File: config.mk
export PLATFORM = sky130hd
export DESIGN_NAME = ring_monitor
export DESIGN_NICKNAME = d
export VERILOG_FILES = /design/src/rtl/ring_monitor.sv
export SDC_FILE = /design/constraint.sdc
export NUM_CORES = 1
export LEC_CHECK = 0
export BUFFER_PORTS_ARGS = -buffer_cell sky130_fd_sc_hd__buf_2
export CELL_PAD_IN_SITES_DETAIL_PLACEMENT = 1
export CELL_PAD_IN_SITES_GLOBAL_PLACEMENT = 1
export CORE_ASPECT_RATIO = 0.9
export CORE_UTILIZATION = 46
export CTS_BUF_LIST = sky130_fd_sc_hd__clkbuf_8
export CTS_CLUSTER_SIZE = 8
export DETAILED_ROUTE_END_ITERATION = 8
export GPL_TIMING_DRIVEN = 0
export MAX_ROUTING_LAYER = met4
export PLACE_DENSITY = 0.95
export SLEW_MARGIN = 20
export SYNTH_ARGS = -nofsm -noshare
export SYNTH_HDL_FRONTEND = slang
export SYNTH_SLANG_ARGS = --single-unit
File: constraint.sdc
create_clock -name clk -period 6.6 [get_ports clk]
set_input_delay 1.32 -clock clk [delete_from_list [all_inputs] [get_ports clk]]
set_output_delay 1.32 -clock clk [all_outputs]
set_load 0.01 [all_outputs]
File: src/rtl/ring_monitor.sv
// ring_monitor: checks an 8-bit one-hot ring counter for legal rotate-left
// advance, encodes the hot bit to a phase index, acquires/tracks lock,
// counts revolutions (saturating) and latches a sticky fault code.
// Optional feature macro: RING_MON_HOLD_OK_EN -- when defined, a repeated
// one-hot sample (hold) is legal; when undefined, a hold is a stall fault.
module ring_monitor #(
  parameter int REV_W    = 16,
  parameter int LOCK_CNT = 4
) (
  input  logic             clk,
  input  logic             init_n,
  input  logic [7:0]       count,
  input  logic             clr_fault,
  output logic [2:0]       phase,
  output logic             phase_vld,
  output logic             locked,
  output logic             rev_tick,
  output logic [REV_W-1:0] rev_count,
  output logic             fault,
  output logic [1:0]       fault_code
);

  typedef enum logic [1:0] {
    IDLE  = 2'd0,
    ACQ   = 2'd1,
    TRACK = 2'd2,
    FAULT = 2'd3
  } state_t;

  localparam logic [3:0] LOCK_LAST = 4'(LOCK_CNT - 1);
  localparam logic [1:0] CODE_NOT_ONEHOT = 2'b01;
  localparam logic [1:0] CODE_JUMP       = 2'b10;
  localparam logic [1:0] CODE_STALL      = 2'b11;

  state_t           state, state_nxt;
  logic [7:0]       count_q;
  logic [3:0]       lock_cnt, lock_cnt_nxt;
  logic             fault_nxt;
  logic [1:0]       fault_code_nxt;
  logic             rev_tick_nxt;
  logic [REV_W-1:0] rev_count_nxt;

  logic             onehot;
  logic             good_step;
  logic             hold;
  logic             hold_legal;
  logic             violation;
  logic [1:0]       viol_code;

  // True when exactly one bit of v is set.
  function automatic logic is_onehot(input logic [7:0] v);
    return (v != 8'd0) && ((v & (v - 8'd1)) == 8'd0);
  endfunction

  // Binary index of the set bit; only meaningful for one-hot inputs.
  function automatic logic [2:0] encode(input logic [7:0] v);
    logic [2:0] idx;
    idx = 3'd0;
    for (int i = 0; i < 8; i++) begin
      if (v[i]) idx = 3'(i);
    end
    return idx;
  endfunction

  // Classify the current sample against the previous one.
  always_comb begin
    onehot    = is_onehot(count);
    good_step = onehot && (count == {count_q[6:0], count_q[7]});
    hold      = onehot && (count == count_q);
`ifdef RING_MON_HOLD_OK_EN
    hold_legal = hold;
`else
    hold_legal = 1'b0;
`endif
    violation = !good_step && !hold_legal;
    if (!onehot)   viol_code = CODE_NOT_ONEHOT;
    else if (hold) viol_code = CODE_STALL;
    else           viol_code = CODE_JUMP;
  end

  // Next-state and next-output logic for the lock FSM.
  always_comb begin
    state_nxt      = state;
    lock_cnt_nxt   = lock_cnt;
    fault_nxt      = fault;
    fault_code_nxt = fault_code;
    rev_tick_nxt   = 1'b0;
    rev_count_nxt  = rev_count;
    case (state)
      IDLE: begin
        state_nxt    = ACQ;
        lock_cnt_nxt = 4'd0;
      end
      ACQ: begin
        if (good_step) begin
          if (lock_cnt == LOCK_LAST) begin
            state_nxt    = TRACK;
            lock_cnt_nxt = 4'd0;
          end else begin
            lock_cnt_nxt = lock_cnt + 4'd1;
          end
        end else if (violation) begin
          lock_cnt_nxt = 4'd0;
        end
      end
      TRACK: begin
        if (violation) begin
          state_nxt      = FAULT;
          fault_nxt      = 1'b1;
          fault_code_nxt = viol_code;
        end else if (good_step && count_q[7]) begin
          rev_tick_nxt = 1'b1;
          if (rev_count != {REV_W{1'b1}}) rev_count_nxt = rev_count + REV_W'(1);
        end
      end
      FAULT: begin
        // A simultaneous violation is irrelevant here: clearing wins.
        if (clr_fault) begin
          state_nxt      = ACQ;
          lock_cnt_nxt   = 4'd0;
          fault_nxt      = 1'b0;
          fault_code_nxt = 2'b00;
        end
      end
      default: state_nxt = IDLE;
    endcase
  end

  // State register and registered status outputs.
  always_ff @(posedge clk) begin
    if (!init_n) begin
      state      <= IDLE;
      count_q    <= 8'd0;
      lock_cnt   <= 4'd0;
      locked     <= 1'b0;
      rev_tick   <= 1'b0;
      rev_count  <= '0;
      fault      <= 1'b0;
      fault_code <= 2'b00;
    end else begin
      state      <= state_nxt;
      count_q    <= count;
      lock_cnt   <= lock_cnt_nxt;
      locked     <= (state_nxt == TRACK);
      rev_tick   <= rev_tick_nxt;
      rev_count  <= rev_count_nxt;
      fault      <= fault_nxt;
      fault_code <= fault_code_nxt;
    end
  end

  // Phase index follows every one-hot sample; holds on a bad sample.
  always_ff @(posedge clk) begin
    if (!init_n) begin
      phase     <= 3'd0;
      phase_vld <= 1'b0;
    end else begin
      phase_vld <= onehot;
      if (onehot) phase <= encode(count);
    end
  end

endmodule

Word-level counts from Yosys, hierarchy flattened:

Index checks and enable logic that the tools add are counted.

* bits in registers: 39
* bits of input ports: 11
* word-level logic and storage cells: 62

* add/sub/neg operators: 3
* equal/unequal tests: 10
* mux-type cells: 25
* bitwise operators: 1
* reductions and logical operators: 13

Operators by type and width (number)
* two-way mux 3 bit: 6
* adder 16 x 1 -> 16 bit, second input constant: 1
* == test 8 bit: 2
* inequality test 16 bit, second input constant: 1
* two-way mux 2 bit: 7
* two-way mux 4 bit: 3
* case mux 4 bit (3 select lines): 1
* bitwise AND 8 bit: 1
* logical NOT 8 bit: 1
* case mux 2 bit (4 select lines): 1
* nonzero test 8 bit: 1
* subtractor 8 x 1 -> 8 bit, second input constant: 1
* == test 2 bit, second input constant: 3
* AND reduction 3 bit: 2
* two-way mux 1 bit: 5
* adder 4 x 1 -> 4 bit, second input constant: 1
* == test 4 x 2 -> 1 bit, second input constant: 1
* logical AND 1 bit: 4
* inequality test 2 bit, second input constant: 2
* case mux 2 bit (2 select lines): 1
* AND reduction 4 bit: 1
* nonzero test 3 bit: 1
* == test 2 x 1 -> 1 bit, second input constant: 1
* logical NOT 2 bit: 1
* 3 further kinds: 3

Depth between registers and ports, before layout:

* word-level depth: 9
* depth in mapped cells: 8
* mapped depth without buffers: 7

Worst setup path after synthesis:

Ideal clock, no wire load.

* kind: in2reg
* start point: in count[3]
* end point: reg rev_count[14]
* arrival time: 3.085 ns
* data required time: 6.530 ns
* path slack: 3.445 ns
* stages: 7
* path buffers: 1
* path through: buf_2 -> or3_4 -> nor3_4 -> a22oi_2 -> a211o_1 -> or4_1 -> a21oi_1

* word-level cells in the longest chain between the ends: 7
* elaborated cells on any way between the ends: 9
* classes of those cells: add/sub: 1; eq/ne: 1; bitwise: 1; reduce/logical: 6

Ends and longest elaborated chain
* start: declaration: line 12 `input logic [7:0] count,`
* subtractor 8 x 1 -> 8 bit: line 52 `return (v != 8'd0) && ((v & (v - 8'd1)) == 8'd0);`
* bitwise AND 8 bit: line 52
* logical NOT 8 bit: line 52
* logical AND 1 bit: line 52
* logical AND 1 bit (*): line 68 `good_step = onehot && (count == {count_q[6:0], count_q[7]});`
* logical AND 1 bit: line 111 `end else if (good_step && count_q[7]) begin`
* AND reduction 4 bit (no source line) (*)
* end signal: assignment: line 146 `rev_count <= rev_count_nxt;`
* end: declaration: line 18 `output logic [REV_W-1:0] rev_count,`

Every way passes the cells marked *; elsewhere a longest branch is shown, timed or not.
A chain may end at the register's enable or synchronous reset.

Final worst setup path:

* start point: in count[5]
* end point: reg rev_count[12]

Same word-level chain as after synthesis.

==> flow_summary.json <==
{
  "status": "complete, no violations",
  "tns_ns": 0,
  "vias": 1914,
  "area_delta_synth_final_pct": 15.5,
  "finalCritPeriodShare": 0.532,
  "crit_family": "compound AO/OA/AOI/OAI gates",
  "synth_ff_type": "dfxtp_1",
  "startpoint_type": "input port",
  "irDropWorstVdd_uv": 83.6,
  "placed_cells": 326,
  "cpPeakStageDelay_ns": 0.55,
  "drt_iter0_markers": 103,
  "route.detailed.drc": 0,
  "num_antenna_cells": 0,
  "dr.pass1.iters": 4,
  "final_common_cell": "dfxtp_1",
  "timing.fmax_ghz": 0.285,
  "boundaryPins": 36,
  "row_count": 22,
  "antenna_found_initial": 0,
  "min_from": "lock_cnt[0]$_SDFFE_PN0P_",
  "nets": 286,
  "yosys_warnings": 0,
  "wl_per_cell_um": 16.7,
  "crit_required_ns": 6.77,
  "cts_made_buffers": 5,
  "period_needed_ns": 3.51,
  "start_util": 0.490,
  "slew_headroom": 0.468,
  "dieArea_mm2": 0.00470,
  "timing.rr.end": "rev_count[12]$_SDFFE_PN0P_",
  "clock_latency_ns": 0.30,
  "die_w_um": 72.1,
  "p_leak_nw": 0.878,
  "maxCapViolCount": 0,
  "synth_edf_count": 0,
  "layout_common_cells": "dfxtp_1, buf_2, a21oi_1, nand2_1",
  "tightestPinTransition_ns": 0.791,
  "synth_top_area_share": 0.384,
  "yosysTopAreaCell": "dfxtp_1",
  "htree_num_levels": 2,
  "cts_tree": "done",
  "final_cells": 334,
  "layout-drive-gt1-share": 0.186,
  "path_cells": "buf_2, xor2_1, nor4_1, nand2_1, a211o_1, clkbuf_1, o31ai_1, a21oi_1",
  "reg2reg_slack_ns": 3.94,
  "grt_max_degree": 12,
  "grt_pass1_vias": 1901,
  "ys_types": 47,
  "utilization": 0.566,
  "fin_ws_ns": 3.09,
  "die_h_um": 65.1,
  "post-place-ws_ns": 2.88,
  "cts_resized": 0,
  "cts_sinks": 39,
  "grt_pass1_wl_um": 9200,
  "min_path_type": "flop to flop",
  "async_reset_ff_frac": 0,
  "path_depth": 8,
  "rsz0062_at_grt": "false",
  "synth_seq_area_share": 0.384,
  "ys_ff_latch": 39,
  "dpl_cell_area_mm2": 0.00225,
  "gp_congestion": 0.867,
  "ff2ff_path_depth": 7,
  "core_mm2": 0.00416,
  "syn_nets": 251,
  "crit_arrival_ns": 3.68,
  "critPathSlowestCell": "nor4_1",
  "vias_per_cell": 5.73,
  "path_class": "input port to flop",
  "grt_usage": 0.265,
  "setup_viol": 0,
  "syn_inst": 238,
  "cp-startpoint": "count[5]",
  "timing.rr.start": "count_q[5]$_SDFF_PN0_",
  "hold_violations": 0,
  "powerDensity_mw_per_mm2": 193,
  "crit_end": "rev_count[12]$_SDFFE_PN0P_",
  "clockBufferDepth": 2,
  "worst-path-buf-inv": 2,
  "design_area_mm2": 0.00235,
  "cts_root_buf": "clkbuf_8",
  "grt.overflow.total": 0,
  "syn_avg_cell_area_um2": 8.55,
  "worstSetupEndpointType": "flop",
  "post_cts_buffers": 0,
  "report.final.slew_viol_count": 0,
  "cp_max_fo": 10,
  "place.detailed.hpwl_um": 4060,
  "wl_um": 5590,
  "io_buffers": 28,
  "clkTransAtPathRegs_ns": 0.07,
  "fin_skew_ns": 0.0115,
  "netlist_area_mm2": 0.00204,
  "synth_area_leaders": "dfxtp_1, xor2_1, a21oi_1",
  "ant_nets": 0,
  "cts_hold_buf": 0
}
-- logic make-up after synthesis --
kind of cell / share of synthesized area
AOI/OAI and AO/OA: 0.179
xor gates and xnor gates: 0.0731
adders and majority gates: 0.0172
buffers and inverters: 0.0510
DFF: 0.384
muxes: 0.00983
and+or+nand+nor: 0.286
-- power by group --
group	switching, mW	internal (mW)	total (mW)
clock	0.0837	0.0938	0.177
sequential	0.00307	0.239	0.242
combinational	0.0214	0.0132	0.0346
total	0.108	0.346	0.454
-- Yosys cell counts (all sizes together) (2+ instances only) --
| master | count |
|---|---|
| a211oi | 3 |
| a21oi | 23 |
| a22oi | 2 |
| a311oi | 2 |
| a31o | 3 |
| a31oi | 2 |
| and2 | 11 |
| and4 | 3 |
| buf | 8 |
| clkbuf | 7 |
| dfxtp | 39 |
| ha | 2 |
| inv | 5 |
| mux2i | 2 |
| nand2 | 17 |
| nand2b | 3 |
| nand3 | 13 |
| nand4 | 4 |
| nand4b | 4 |
| nor2 | 16 |
| nor2b | 3 |
| nor3 | 5 |
| nor3b | 3 |
| nor4 | 5 |
| o21ai | 7 |
| o31ai | 6 |
| o41ai | 3 |
| or3 | 5 |
| or4 | 6 |
| xor2 | 16 |
-- worst min-delay path by stage --
| stage | slack [ns] | endpoint | cells after the start |
|---|---|---|---|
| 6_report | 0.49 | lock_cnt[0]$_SDFFE_PN0P_ | 2 |
| 5_1_grt | 0.51 | fault$_SDFFE_PN0P_ | 2 |
| 4_1_cts | 0.50 | fault$_SDFFE_PN0P_ | 2 |
| 3_5_place_dp | 0.49 | fault$_SDFFE_PN0P_ | 2 |
| 3_3_place_gp | 0.47 | lock_cnt[0]$_SDFFE_PN0P_ | 2 |
| 2_1_floorplan | 0.46 | lock_cnt[0]$_SDFFE_PN0P_ | 2 |
-- cell type report --
type | instances | area, um^2
plain buffers | 15 | 85.1
clock buffers | 7 | 96.3
clock inverters | 1 | 3.75
fillers | 508 | 1810
inverters | 5 | 18.8
multi-input cells | 179 | 1150
flip-flops and latches | 39 | 781
well taps | 60 | 75.1
repair buffers | 28 | 140
-- worst register-to-register path, cell delays in order, from the launching register on --
cell and delay (ns):
dfxtp_1 0.34, xor2_1 0.14, nor4_1 0.56, nand2_1 0.26, a211o_1 0.47, clkbuf_1 0.31, o31ai_1 0.34, a21oi_1 0.11
-- metrics by stage --
stage / total power, mW / hold WS, ns
floorplan: 0.272 / 0.458
global placement: 0.280 / 0.471
detailed placement: 0.282 / 0.486
CTS: 0.455 / 0.496
global route: 0.468 / 0.509
finish: 0.454 / 0.495
-- routing by layer --
layer | wire length (um) | track usage
met4 | 82 | 0.0882
met2 | 2730 | 0.440
met5 | 0 | -
met3 | 170 | 0.0414
met1 | 2600 | 0.331
-- sequential cells by signal (all words and copies together) (netlist names) --
signal / cells
fault_code: 2
phase: 3
phase_vld: 1
rev_count: 16
lock_cnt: 4
count_q: 8
rev_tick: 1
locked: 1
fault: 1
state: 2
Power figures use the tool's default switching activity.
